[config.mk]
export PLATFORM = sky130hd
export DESIGN_NAME = uart_io_ctrl
export DESIGN_NICKNAME = d
export VERILOG_FILES = /design/src/rtl/uart_io_ctrl.sv
export SDC_FILE = /design/constraint.sdc
export NUM_CORES = 1
export LEC_CHECK = 0
export CORE_ASPECT_RATIO = 2
export CORE_MARGIN = 2
export CORE_UTILIZATION = 33
export CTS_BUF_LIST = sky130_fd_sc_hd__clkbuf_4 sky130_fd_sc_hd__clkbuf_8 sky130_fd_sc_hd__clkbuf_16
export DETAILED_ROUTE_END_ITERATION = 7
export PLACE_DENSITY = 0.87
export REMOVE_ABC_BUFFERS = 1
export SYNTH_ARGS = -nofsm -noshare
export SYNTH_HDL_FRONTEND = slang
export SYNTH_SLANG_ARGS = --single-unit
[constraint.sdc]
create_clock -name clk -period 1.77 [get_ports clk]
set_clock_uncertainty 0.05 [all_clocks]
set_input_delay 0.4425 -clock clk [delete_from_list [all_inputs] [get_ports clk]]
set_output_delay 0.4425 -clock clk [all_outputs]
set_load 0.005 [all_outputs]
[src/rtl/uart_io_ctrl.sv]
// UART I/O controller: receive holding register, status flags, input-port mux select,
// transmit-load pulse and interrupt. Optional macro UART_TX_IRQ_EN adds a TXRDY-rise interrupt.
module uart_io_ctrl (
    input  logic        clk,
    input  logic        reset,
    input  logic [15:0] port_id,
    input  logic        read_strobe,
    input  logic        write_strobe,
    input  logic [15:0] out_port,
    input  logic        interrupt_ack,
    input  logic        rx_done,
    input  logic [7:0]  rx_byte,
    input  logic        rx_ferr,
    input  logic        rx_perr,
    input  logic        tx_rdy,
    output logic        mux_sel,
    output logic [7:0]  data_byte,
    output logic [7:0]  status_byte,
    output logic        tx_load,
    output logic [7:0]  tx_data,
    output logic        interrupt
);

    localparam logic [15:0] RX_PORT     = 16'h0000;
    localparam logic [15:0] STATUS_PORT = 16'h0001;
    localparam logic [15:0] TX_PORT     = 16'h0000;

    logic rxrdy, ovr, ferr, perr, txrdy_q;
    logic data_rd, stat_rd, tx_wr, tx_go, tx_drop, ovr_set, irq_set;

    // Only the low byte of the write data reaches the transmitter.
    logic unused_out_hi;
    assign unused_out_hi = &{1'b0, out_port[15:8]};

    assign mux_sel     = (port_id == STATUS_PORT);
    assign status_byte = {3'b000, perr, ferr, ovr, txrdy_q, rxrdy};

    // NOTE: pure continuous assigns keep the decode free of latches and of any
    // dependence on process ordering.
    assign data_rd = read_strobe  && (port_id == RX_PORT);
    assign stat_rd = read_strobe  && (port_id == STATUS_PORT);
    assign tx_wr   = write_strobe && (port_id == TX_PORT);
    // A write landing while a load pulse is still out counts as busy, so tx_load never doubles up.
    assign tx_go   = tx_wr && txrdy_q && !tx_load;
    assign tx_drop = tx_wr && !tx_go;
    assign ovr_set = (rx_done && rxrdy && !data_rd) || tx_drop;

`ifdef UART_TX_IRQ_EN
    logic txrdy_d;

    always_ff @(posedge clk or posedge reset) begin
        if (reset) txrdy_d <= 1'b0;
        else       txrdy_d <= txrdy_q;
    end

    assign irq_set = rx_done || (txrdy_q && !txrdy_d);
`else
    assign irq_set = rx_done;
`endif

    // NOTE: all state uses non-blocking assignments so every register samples
    // the pre-edge values, which is what makes read-clear-at-closing-edge work.
    always_ff @(posedge clk or posedge reset) begin
        if (reset) begin
            data_byte <= 8'h00;
            rxrdy     <= 1'b0;
            ferr      <= 1'b0;
            perr      <= 1'b0;
            ovr       <= 1'b0;
            txrdy_q   <= 1'b0;
            tx_load   <= 1'b0;
            tx_data   <= 8'h00;
            interrupt <= 1'b0;
        end else begin
            txrdy_q <= tx_rdy;
            tx_load <= tx_go;
            if (tx_go) tx_data <= out_port[7:0];

            if (rx_done) begin
                data_byte <= rx_byte;
                rxrdy     <= 1'b1;
                ferr      <= rx_ferr;
                perr      <= rx_perr;
            end else begin
                if (data_rd) rxrdy <= 1'b0;
                if (stat_rd) begin
                    ferr <= 1'b0;
                    perr <= 1'b0;
                end
            end

            // A set always beats a status-read clear; a receive in the read cycle also keeps OVR.
            if (ovr_set)                  ovr <= 1'b1;
            else if (stat_rd && !rx_done) ovr <= 1'b0;

            if (irq_set)            interrupt <= 1'b1;
            else if (interrupt_ack) interrupt <= 1'b0;
        end
    end

endmodule

==> results.cfg <==
[status]
outcome = complete, but fails checks
violations = negative setup slack

[final_layout]
n_fill_cell = 242
seqCellArea_um2 = 576
final_net_count = 204
fin_util = 0.640
diodes = 0
syn_to_final_growth_pct = 86.3
multi_input_area_um2 = 452
drive_gt1_frac = 0.338

[floorplanning]
die_area_um2 = 3550
top_level_ports = 76
fp.dieW_um = 43.1
chipHeight_um = 82.3
rows = 28
coreArea_um2 = 2940
initial_core_util = 0.344

[timing]
finalMaxSlewViolations = 0
rsz0062_at_grt = yes
setup_viol_count_final = 1
hold_viol_final = 0
period_share = 1.04
post-route-min-period_ns = 1.84
fmax_mhz = 545
timing.final.ws_setup_ns = -0.0654

[global_route]
grt_pass1_wl_um = 4150
antenna_found_initial = 0
grt_max_degree = 24
grt_pass1_vias = 957
grt_usage = 0.154
overflow = 0

[clocking]
cts_root_buffer = clkbuf_8
cts_buffers = 3
clk_latency_ns = 0.26
cts_tree = yes
clock_path_buffers = 2
cts_sinks = 23
clk_pin_slew_ns = 0.08
cts_htree_levels = 1

[critical_path]
rr_endpoint = tx_data[6]
reg2reg_depth = 4
required_ns = 1.28
critPathLaunch = port_id[9]
cp-endpoint = mux_sel
arrival_ns = 1.34
reg2reg_from = tx_load
r2r_slack_ns = 0.35
worst-setup-path-type = input pin to output port
cp-end-kind = output port
path_max_fanout = 2
cp-start-kind = input pin

[hold_path]
min_from = interrupt
holdCritPathClass = flop to flop

[routing]
finalWirelength_um = 2830
ant_nets = 0
firstDrtPassIters = 4
wire_per_inst_um = 15.4
drc = 0
vias_per_cell = 4.77
vias = 878
drtIter0Drc = 5

[placement]
portBuffers = 64
gp_congestion = 0.734
dpl.hpwl_um = 2200
pre_cts_ws_ns = -0.860

[synth]
synth_warnings = 0
synth_ff_type = dfrtp_1
synth_cell_type_count = 21
synth.most_common_cell = dfrtp_1
ys_seq_elements = 23
syn_area_um2 = 1010
syn_inst = 80
ys_top_cells_by_count = dfrtp_1, mux2_2, buf_4
ys_async_sr_fraction = 1.00
yosys.area.top_type_share = 0.569
syn_area_per_cell_um2 = 12.6
seq_area_frac_synth = 0.569
synth_top_cells_by_area = dfrtp_1, mux2_2, buf_4
synth_edf_count = 0
yosysTopAreaCell = dfrtp_1

[power_and_ir_drop]
p_leak_uw = 0.000832
ir_worst_vdd_mv = 0.701
p_per_area_nw_per_um2 = 584

[flow_run]
max_cap_viol_count = 0
## registers in the layout, summed over array words and instances (netlist names)
signal,count
data_byte,8
ferr,1
interrupt,1
ovr,1
perr,1
rxrdy,1
tx_data,8
tx_load,1
txrdy_q,1
## per-stage QoR
stage	TNS, ns	hold slack [ns]	cell area [µm²]	power, µW	std cells
floorplan	-0.993	0.394	951	617	72
global placement	-6.16	0.417	1700	777	174
detailed placement	-7.13	0.419	1700	787	174
CTS	-0.0163	0.439	1840	1120	183
global route	-0.182	0.467	1880	1150	184
finish	-0.0654	0.436	1880	1100	184
## worst min-delay path by stage
stage,to,slack (ns),cells past startpoint
final,interrupt,0.44,1
after global routing,interrupt,0.47,1
after CTS,interrupt,0.44,1
after detailed placement,interrupt,0.42,1
after global placement,interrupt,0.42,1
after floorplan,data_byte[0],0.39,1
## per-layer routing
metal | GRT usage | wire (µm) | up-vias
li1 | - | - | 411
met1 | 0.140 | 918 | 424
met2 | 0.313 | 1680 | 41
met3 | 0.0391 | 209 | 2
met4 | 0.0455 | 25 | 0
met5 | 0 | 0 | -
## cells in the final DEF (no fill, tap or decap)
cell type,synthesis,layout
mux2_2,16,8
buf_6,0,9
clkinv_2,0,1
clkdlybuf4s50_1,0,47
nand3b_1,2,2
dlygate4sd2_1,0,2
nand2_1,3,3
buf_2,0,3
inv_1,4,4
and3_1,1,1
nand2b_1,2,1
clkbuf_8,0,3
buf_12,0,1
nor3_1,2,1
and4_4,0,1
nand4_1,1,1
clkdlybuf4s15_1,0,5
a21o_1,2,2
mux2_4,0,8
nor3_4,1,1
buf_4,8,11
nor4_4,0,3
nor2_1,2,2
nor3_2,0,1
o2bb2ai_1,1,1
o31ai_1,2,2
conb_1,1,3
a21oi_1,2,2
and2_4,0,1
nand2b_4,0,1
dfrtp_1,23,23
## power by group
group          switching [µW]  internal (µW)
Clock                     158            157
Sequential               12.5            550
Combinational            72.0            151
Total                     243            857
## cell type report
class / count / area share
inverter: 4 / 0.00797
clock buffer: 3 / 0.0219
timing repair buffer: 78 / 0.402
sequential: 23 / 0.306
clock inverter: 1 / 0.00266
tap: 30 / 0.0199
multi-input combinational: 45 / 0.240
## worst max-delay path, stage by stage
cell and delay [ns]:
buf_6 0.10, nor4_4 0.31, and4_4 0.27, and2_4 0.14, buf_6 0.08
## cells by family after synthesis
group           share of synthesized area
mux                                 0.178
compound gates                     0.0483
flops                               0.569
other cells                       0.00371
simple gates                        0.119
buf+inv                            0.0817
## timing repair
action / 4_1_cts / 5_1_grt
hold buffers: 0 / 0
resized for setup: 68 / 10
buffers inserted: 5 / 1
pin swaps: 8 / 2
setup endpoints to repair: 12 / 8
(Power assumes the default switching activity.)
